File: src/rtl/ring_osc_freq_meter_pkg.sv
// Shared types and constants for the ring oscillator frequency meter.
package ring_osc_freq_meter_pkg;

    // Measurement sequencer states.
    typedef enum logic [1:0] {
        ST_IDLE    = 2'd0,
        ST_SETTLE  = 2'd1,
        ST_MEASURE = 2'd2,
        ST_DONE    = 2'd3
    } meter_state_t;

    // Depth of the synchronizer on the asynchronous oscillator input.
    localparam int SYNC_STAGES = 2;

endpackage

File: src/rtl/ring_osc_freq_meter_sync_2ff.sv
// Two-flop synchronizer for a single asynchronous bit into the clk domain.
module sync_2ff
    import ring_osc_freq_meter_pkg::*;
(
    input  logic clk,
    input  logic rst_n,
    input  logic d,
    output logic q
);

    logic [SYNC_STAGES-1:0] stage_reg;

    // Shift the asynchronous input through the metastability chain.
    always_ff @(posedge clk) begin
        if (!rst_n) begin
            stage_reg <= '0;
        end else begin
            stage_reg <= {stage_reg[SYNC_STAGES-2:0], d};
        end
    end

    assign q = stage_reg[SYNC_STAGES-1];

endmodule

File: src/rtl/ring_osc_freq_meter.sv
// Ring oscillator frequency meter: enables the oscillator, waits a settle
// interval, counts synchronized rising edges over a fixed clk window and
// reports the count with a one-cycle valid strobe.
// Optional threshold check enabled by RING_OSC_FREQ_METER_RANGE_CHECK_EN.
module ring_osc_freq_meter
    import ring_osc_freq_meter_pkg::*;
#(
    parameter int SETTLE_CYCLES = 64,
    parameter int WINDOW_CYCLES = 1024,
    parameter int COUNT_W       = 16
) (
    input  logic               clk,
    input  logic               rst_n,
    input  logic               start,
    input  logic               abort,
    input  logic               osc_in,
    output logic               osc_en,
    output logic               busy,
    output logic               valid,
    output logic [COUNT_W-1:0] count,
    output logic               saturated
`ifdef RING_OSC_FREQ_METER_RANGE_CHECK_EN
    ,
    input  logic [COUNT_W-1:0] lo_th,
    input  logic [COUNT_W-1:0] hi_th,
    output logic               in_range
`endif
);

    localparam int SET_W = $clog2(SETTLE_CYCLES + 1);
    localparam int WIN_W = $clog2(WINDOW_CYCLES + 1);
    localparam logic [COUNT_W-1:0] CNT_MAX = '1;

    meter_state_t       state_reg;
    logic [SET_W-1:0]   settle_cnt_reg;
    logic [WIN_W-1:0]   win_cnt_reg;
    logic [COUNT_W-1:0] edge_cnt_reg;
    logic [COUNT_W-1:0] edge_cnt_next;
    logic               osc_sync;
    logic               osc_prev_reg;
    logic               osc_rise;

    sync_2ff u_sync (
        .clk   (clk),
        .rst_n (rst_n),
        .d     (osc_in),
        .q     (osc_sync)
    );

    // History flop for rising-edge detection on the synchronized oscillator.
    always_ff @(posedge clk) begin
        if (!rst_n) begin
            osc_prev_reg <= 1'b0;
        end else begin
            osc_prev_reg <= osc_sync;
        end
    end

    assign osc_rise = osc_sync & ~osc_prev_reg;

    // Saturating increment; the final-cycle edge is folded into the result.
    always_comb begin
        edge_cnt_next = edge_cnt_reg;
        if (osc_rise && (edge_cnt_reg != CNT_MAX)) begin
            edge_cnt_next = edge_cnt_reg + COUNT_W'(1);
        end
    end

    // Sequencer with registered outputs; abort beats every other transition.
    always_ff @(posedge clk) begin
        if (!rst_n) begin
            state_reg      <= ST_IDLE;
            settle_cnt_reg <= '0;
            win_cnt_reg    <= '0;
            edge_cnt_reg   <= '0;
            osc_en         <= 1'b0;
            busy           <= 1'b0;
            valid          <= 1'b0;
            count          <= '0;
            saturated      <= 1'b0;
`ifdef RING_OSC_FREQ_METER_RANGE_CHECK_EN
            in_range       <= 1'b0;
`endif
        end else begin
            case (state_reg)
                ST_IDLE: begin
                    if (start && !abort) begin
                        state_reg      <= ST_SETTLE;
                        settle_cnt_reg <= SET_W'(SETTLE_CYCLES - 1);
                        osc_en         <= 1'b1;
                        busy           <= 1'b1;
                    end
                end
                ST_SETTLE: begin
                    if (abort) begin
                        state_reg <= ST_IDLE;
                        osc_en    <= 1'b0;
                        busy      <= 1'b0;
                    end else if (settle_cnt_reg == '0) begin
                        state_reg    <= ST_MEASURE;
                        edge_cnt_reg <= '0;
                        win_cnt_reg  <= WIN_W'(WINDOW_CYCLES - 1);
                    end else begin
                        settle_cnt_reg <= settle_cnt_reg - SET_W'(1);
                    end
                end
                ST_MEASURE: begin
                    if (abort) begin
                        state_reg <= ST_IDLE;
                        osc_en    <= 1'b0;
                        busy      <= 1'b0;
                    end else begin
                        edge_cnt_reg <= edge_cnt_next;
                        if (win_cnt_reg == '0) begin
                            state_reg <= ST_DONE;
                            osc_en    <= 1'b0;
                            valid     <= 1'b1;
                            count     <= edge_cnt_next;
                            saturated <= (edge_cnt_next == CNT_MAX);
`ifdef RING_OSC_FREQ_METER_RANGE_CHECK_EN
                            in_range  <= (edge_cnt_next >= lo_th) &&
                                         (edge_cnt_next <= hi_th);
`endif
                        end else begin
                            win_cnt_reg <= win_cnt_reg - WIN_W'(1);
                        end
                    end
                end
                ST_DONE: begin
                    state_reg <= ST_IDLE;
                    valid     <= 1'b0;
                    busy      <= 1'b0;
                end
                default: begin
                    state_reg <= ST_IDLE;
                    osc_en    <= 1'b0;
                    busy      <= 1'b0;
                    valid     <= 1'b0;
                end
            endcase
        end
    end

endmodule

File: config.mk
export PLATFORM = sky130hd
export DESIGN_NAME = ring_osc_freq_meter
export DESIGN_NICKNAME = d
export VERILOG_FILES = /design/src/rtl/ring_osc_freq_meter_pkg.sv /design/src/rtl/ring_osc_freq_meter_sync_2ff.sv /design/src/rtl/ring_osc_freq_meter.sv
export SDC_FILE = /design/constraint.sdc
export NUM_CORES = 1
export LEC_CHECK = 0
export CAP_MARGIN = 20
export CORE_MARGIN = 2
export CORE_UTILIZATION = 63
export DETAILED_ROUTE_END_ITERATION = 8
export PLACE_DENSITY = 0.95
export SYNTH_ARGS = -nofsm -noshare
export SYNTH_HDL_FRONTEND = slang
export SYNTH_SLANG_ARGS = --single-unit
File: constraint.sdc
create_clock -name clk -period 4.95 [get_ports clk]
set_input_delay 0.495 -clock clk [delete_from_list [all_inputs] [get_ports clk]]
set_output_delay 0.495 -clock clk [all_outputs]
set_load 0.1 [all_outputs]
==> results of run 1 <==
==> layer usage <==
layer	vias up	share of wire (%)	global-route usage (%)
met4	0	2.3	14.0
li1	1388	-	-
met3	18	7.5	5.95
met1	1353	44	34.8
met5	-	0	0
met2	149	46	41.2
==> cell families (layout without fill, tap and decap cells) <==
family	after synthesis	count (layout)	synth area share [%]
AND/OR/NAND/NOR	165	165	28.9
AO/OA/AOI/OAI	88	88	17.9
flip-flops	59	59	36.7
buffers and inverters	37	53	5.18
XOR/XNOR	20	20	5.45
adder cells (fa/ha/maj)	10	10	3.89
multiplexers	6	6	1.91
==> report_power, final <==
part / leakage [nW] / switching [mW] / internal, mW
Clock: 0.0905 / 0.178 / 0.208
Sequential: 0.479 / 0.0416 / 0.513
Combinational: 0.639 / 0.178 / 0.115
Total: 1.21 / 0.398 / 0.836
==> worst max path at each step <==
stage                   startpoint                 to  slack, ps  depth (start not counted)
detailed placement           abort           count[4]       2230                          5
global placement             abort           count[4]       2390                          5
floorplan             state_reg[1]  settle_cnt_reg[5]       2980                          7
CTS                 win_cnt_reg[0]           count[4]       2370                          7
finish                state_reg[0]    edge_cnt_reg[0]       2540                          8
global route          state_reg[0]    edge_cnt_reg[0]       2310                          8
==> area by class of cell <==
class / count / area, um^2
flip-flops and latches: 59 / 1180
fillers: 350 / 1210
inverters: 11 / 41.3
repair buffers: 26 / 259
well taps: 67 / 83.8
multi-input cells: 289 / 1870
clock buffers: 14 / 163
clock inverters: 2 / 10.0
==> worst register-to-register path, stage by stage, from the launching register on <==
cell	delay, ps
dfxtp_1	340
inv_1	110
ha_1	340
inv_1	190
nor2_1	320
nand2_1	420
o21ai_0	380
a21oi_1	130
nor2_1	120
==> stage by stage <==
stage	utilization, %	hold WS [ps]	setup slack (ps)	power [mW]
after detailed placement	71.0	415	2230	0.850
after global placement	71.0	409	2390	0.834
after CTS	74.6	434	2370	1.23
after floorplan	-	406	2980	0.791
final	74.8	429	2540	1.23
after global routing	74.8	447	2310	1.29
==> Yosys cell counts, types with 3 or more instances <==
master,count
or3_1,5
or2_2,6
xnor2_1,14
nor3_2,6
buf_2,13
nand3b_1,4
nand3_1,11
nor4_2,4
a21oi_1,39
clkbuf_1,10
o21ai_0,13
dfxtp_1,59
nand4_1,7
nor2_1,44
nand2b_1,8
and4_1,4
and3_1,4
inv_1,11
nand2_1,28
a41oi_1,3
ha_1,10
xor2_1,6
mux2i_1,5
nor3_1,11
a211oi_1,6
and2_1,6
nor4_1,3
o211ai_1,3
==> out/metrics.csv, run 1 <==
stage,metric,value,unit
run_status,status,finished clean,
timing,Setup TNS,0,ps
clock_tree,# hold bufs at CTS,0,
global_route,initial antenna violation count,0,
clock_tree,CTS tree,built,
clock_tree,worst-case clock buffer depth,2,
clock_tree,H-tree depth,3,
logic_synthesis,Post-synth EDFFs,0,
power,leak pwr,1.21,nW
logic_synthesis,syn_nets,400,
timing,max-slew violations,0,
power,Pwr Density,342,nW/um^2
routing,final WL,7170,um
routing,DR DRC count,0,
clock_tree,"Reg clk slew, reported paths",60,ps
placement,Post-DP Area,3420,um^2
routing,Via Count,2908,
logic_synthesis,Ys Warns,0,
critical_path,CP cell instances,"inv_1, ha_1, inv_1, nor2_1, nand2_1, o21ai_0, a21oi_1, nor2_1",
critical_path,CP Max Fanout,17,
timing,RSZ-0062 raised after global routing,false,
critical_path,Buf/Inv on CP,2,
global_route,Congestion Overflow GR,0,
logic_synthesis,library cells used by synthesis,59,
placement,port buffer count,24,
critical_path,Worst R2R Setup Slack,2540,ps
critical_path,reg2reg path depth,8,
global_route,Tot GR Track Use,26.6,%
clock_tree,worst skew pair latency,340,ps
logic_synthesis,asr flop ratio synth,0,%
critical_path,startpoint types,flop,
finish,ant diodes,0,
timing,final hold vios,0,
critical_path,CP max-delay cell,nand2_1,
critical_path,Critical Setup Path Class,flop to flop,
finish,final instance area,3600,um^2
routing,antenna-violating nets left,0,
min_path,min-delay src,u_sync.stage_reg[0],
die,Die Ht,75.4,um
finish,most frequent cells in the layout,"dfxtp_1, nor2_1, a21oi_1, nand2_1, clkdlybuf4s50_1",
die,I/O Pins,25,
die,Core ar.,4820,um^2
critical_path,Critical Path RT,5220,ps
finish,"leading cell type in the layout, fill and taps excluded",dfxtp_1,
logic_synthesis,Synth Flop Type,dfxtp_1,
die,Initial Utilization,66.7,%
critical_path,Crit path arrival time,2680,ps
critical_path,critical path's top delay family,simple AND/OR/NAND/NOR gates,
logic_synthesis,register area share after synthesis,36.7,%
routing,Initial DRC Count,274,
finish,fin cells,468,
routing,average wire per standard cell,15.3,um
timing,Tmin final,2410,ps
placement,placed insts,451,
min_path,Hold Path Stages,1,
placement,HPWL after detailed placement,4810,um
critical_path,Critical Path Sink Type,flop,
clock_tree,CTS root buf,clkbuf_8,
clock_tree,post-CTS sizing,0,
min_path,min-delay worst type,flop to flop,
clock_tree,setup repair bufs after CTS,0,
timing,endpoints failing setup,0,
logic_synthesis,number of register bits inferred by synthesis,59,
global_route,pin count of the biggest net entering global routing,51,
clock_tree,CTS buffer count,9,
routing,DRT Pass-1 Iters,6,
job,max-cap viol count,0,
critical_path,max incr delay on CP,420,ps
die,Die W,75.4,um
timing,Final period util,48.6,%
global_route,vias in the first global route,2572,
logic_synthesis,Avg Inst Size Synth,8.35,um^2
logic_synthesis,top cells by area in the synthesized netlist,"dfxtp_1, a21oi_1, nor2_1",
timing,Achievable Freq,0.415,GHz
clock_tree,Sink Count,59,
logic_synthesis,Synth top area share,36.7,%
power,worst vdd ir,0.000263,V
timing,max_slew headroom,34.3,%
logic_synthesis,Netlist Area Pre-Place,3210,um^2
timing,worst slew pin tran,982,ps
critical_path,FF-to-FF End,edge_cnt_reg[0],
timing,Setup Skew,3.10,ps
placement,global placer's final weighted congestion,0.958,
logic_synthesis,post-synth top area cell,dfxtp_1,
min_path,Hold Path End,u_sync.stage_reg[1],
global_route,global-route wire length before repair,11600,um
die,die footprint,5690,um^2
finish,layout cell share with drive strength beyond 1,9.73,%
finish,NumNets Final,411,
critical_path,worst r2r src,state_reg[0],
finish,Synth-to-Final Area Change,12.1,%
logic_synthesis,Syn Inst Count,385,
routing,Via density,6.21,
die,Rows,25,
(Power assumes the default switching activity.)
==> run 2, diff against run 1 <==
--- a/config.mk
+++ b/config.mk
@@ -7,9 +7,9 @@
 export LEC_CHECK = 0
 export CAP_MARGIN = 20
 export CORE_MARGIN = 2
-export CORE_UTILIZATION = 63
+export CORE_UTILIZATION = 58
 export DETAILED_ROUTE_END_ITERATION = 8
-export PLACE_DENSITY = 0.95
+export PLACE_DENSITY = 0.9
 export SYNTH_ARGS = -nofsm -noshare
 export SYNTH_HDL_FRONTEND = slang
 export SYNTH_SLANG_ARGS = --single-unit
==> constraint.sdc (replaced) <==
create_clock -name clk -period 2.3 [get_ports clk]
set_input_delay 0.23 -clock clk [delete_from_list [all_inputs] [get_ports clk]]
set_output_delay 0.23 -clock clk [all_outputs]
set_load 0.1 [all_outputs]
==> out/metrics.csv, run 2 (synthesized netlist as in run 1, its figures left out) <==
stage,metric,value,unit,change
clock_tree,CTS tree,built,,
finish,layout cell share with drive strength beyond 1,19.5,%,+9.8 points
placement,port buffer count,24,,unchanged
finish,"leading cell type in the layout, fill and taps excluded",dfxtp_1,,
placement,global placer's final weighted congestion,0.977,,+1.9%
critical_path,Crit path arrival time,2540,ps,-140 ps
routing,antenna-violating nets left,0,,unchanged
placement,placed insts,470,,+4.2%
finish,ant diodes,0,,unchanged
timing,RSZ-0062 raised after global routing,true,,
die,Initial Utilization,59.1,%,-7.6 points
die,Core ar.,5440,um^2,+13%
power,Pwr Density,741,nW/um^2,+120%
critical_path,critical path's top delay family,simple AND/OR/NAND/NOR gates,,
timing,Achievable Freq,0.438,GHz,+5.5%
placement,HPWL after detailed placement,5150,um,+7.0%
clock_tree,worst-case clock buffer depth,2,,unchanged
placement,Post-DP Area,3480,um^2,+1.8%
finish,most frequent cells in the layout,"dfxtp_1, nor2_1, buf_4, a21oi_1, nand2_1",,
timing,Setup Skew,10.1,ps,+7.00 ps
job,max-cap viol count,0,,unchanged
clock_tree,Sink Count,59,,unchanged
die,I/O Pins,25,,unchanged
critical_path,CP max-delay cell,or4_1,,
clock_tree,worst skew pair latency,340,ps,about the same
critical_path,Critical Path RT,2560,ps,-2660 ps
timing,Final period util,99.3,%,+51 points
routing,average wire per standard cell,15.5,um,+1.1%
clock_tree,CTS buffer count,9,,unchanged
die,Die Ht,78.4,um,+4.0%
critical_path,startpoint types,flop,,
critical_path,Buf/Inv on CP,1,,-1
routing,final WL,7620,um,+6.3%
timing,max_slew headroom,58.6,%,+24 points
power,worst vdd ir,0.000749,V,+190%
finish,NumNets Final,430,,+4.6%
global_route,vias in the first global route,2624,,+2.0%
clock_tree,CTS root buf,clkbuf_8,,
routing,DRT Pass-1 Iters,4,,-2
die,die footprint,6150,um^2,+8.2%
power,"Power, Total",2.75,mW,+120%
timing,final hold vios,0,,unchanged
routing,Via density,5.97,,-4.0%
global_route,initial antenna violation count,0,,unchanged
critical_path,Critical Path Sink Type,flop,,
finish,final instance area,3710,um^2,+3.0%
critical_path,CP cell instances,"inv_1, ha_1, nand2b_1, a221oi_4, nand2_1, or4_1, a31oi_1",,
critical_path,max incr delay on CP,440,ps,+20 ps
finish,Synth-to-Final Area Change,15.5,%,
die,Die W,78.4,um,+4.0%
routing,DR DRC count,0,,unchanged
clock_tree,"Reg clk slew, reported paths",70,ps,about the same
timing,max-slew violations,0,,unchanged
critical_path,CP Max Fanout,7,,-10
run_status,status,finished clean,,
global_route,pin count of the biggest net entering global routing,32,,-37%
global_route,Tot GR Track Use,25.6,%,-1.0 points
timing,worst slew pin tran,613,ps,-369 ps
clock_tree,H-tree depth,3,,unchanged
timing,endpoints failing setup,0,,unchanged
min_path,min-delay worst type,flop to flop,,
finish,fin cells,492,,+5.1%
die,Rows,27,,+8.0%
global_route,Congestion Overflow GR,0,,unchanged
routing,Initial DRC Count,188,,-31%
timing,Tmin final,2280,ps,-125 ps
critical_path,Critical Setup Path Class,flop to flop,,
power,leak pwr,1.35,nW,+12%
global_route,global-route wire length before repair,12400,um,+6.6%
routing,Via Count,2935,,+0.93%
run 2: cell types whose count changed in the layout (fill, tap and decap cells not counted), sizes merged:
cell	before	now
buf	2	41
clkdlybuf4s50	24	4
run 2: worst paths after layout:
path                            start                  end  slack (ps)  cells after the start
setup / recovery         state_reg[1]    settle_cnt_reg[5]          20                      7
hold / removal    u_sync.stage_reg[0]  u_sync.stage_reg[1]         430                      1
setup reg to reg         state_reg[1]    settle_cnt_reg[5]          20                      7
hold reg to reg   u_sync.stage_reg[0]  u_sync.stage_reg[1]         430                      1
run 2: power by group:
group / internal [mW] / switching (mW) / leakage [nW]
registers: 1.10 / 0.0917 / 0.479
clock network: 0.447 / 0.391 / 0.0905
logic: 0.307 / 0.412 / 0.778
run 2: area by class of cell:
cell class,instances,area (um^2)
clock buffers,14,163
clock inverters,2,10.0
fillers,421,1730
inverters,11,41.3
multi-input cells,289,1880
flip-flops and latches,59,1180
well taps,72,90.1
repair buffers,45,348
run 2: timing repair:
action | in CTS | in global routing
gates resized for setup | 1 | 3
hold buffers | 0 | 0
buffers inserted | 0 | 6
pin swaps | 0 | 2
endpoints found under the setup margin | 1 | 6
run 2: through the flow:
stage / setup WS [ps] / setup TNS [ps] / hold slack, ps / utilization, %
6_report: 17.0 / 0 / 431 / 68.3
5_1_grt: -93.5 / -121 / 446 / 68.3
4_1_cts: 48.2 / 0 / 435 / 67.3
3_5_place_dp: 85.0 / 0 / 418 / 64.0
3_3_place_gp: 170 / 0 / 410 / 64.0
2_1_floorplan: 329 / 0 / 357 / -
run 2: per-layer routing:
metal	GRT usage, %	wire, um
met3	4.83	470
met4	13.2	195
met1	33.0	3400
met2	40.9	3550
met5	0	0
run 2: worst register-to-register path: cells and delay by family, from the launching register on:
kind | cells | cell delay [ps]
flops | 1 | 390
buf+inv | 1 | 80
compound gates | 2 | 580
fa+ha+maj | 1 | 290
simple gates | 3 | 850
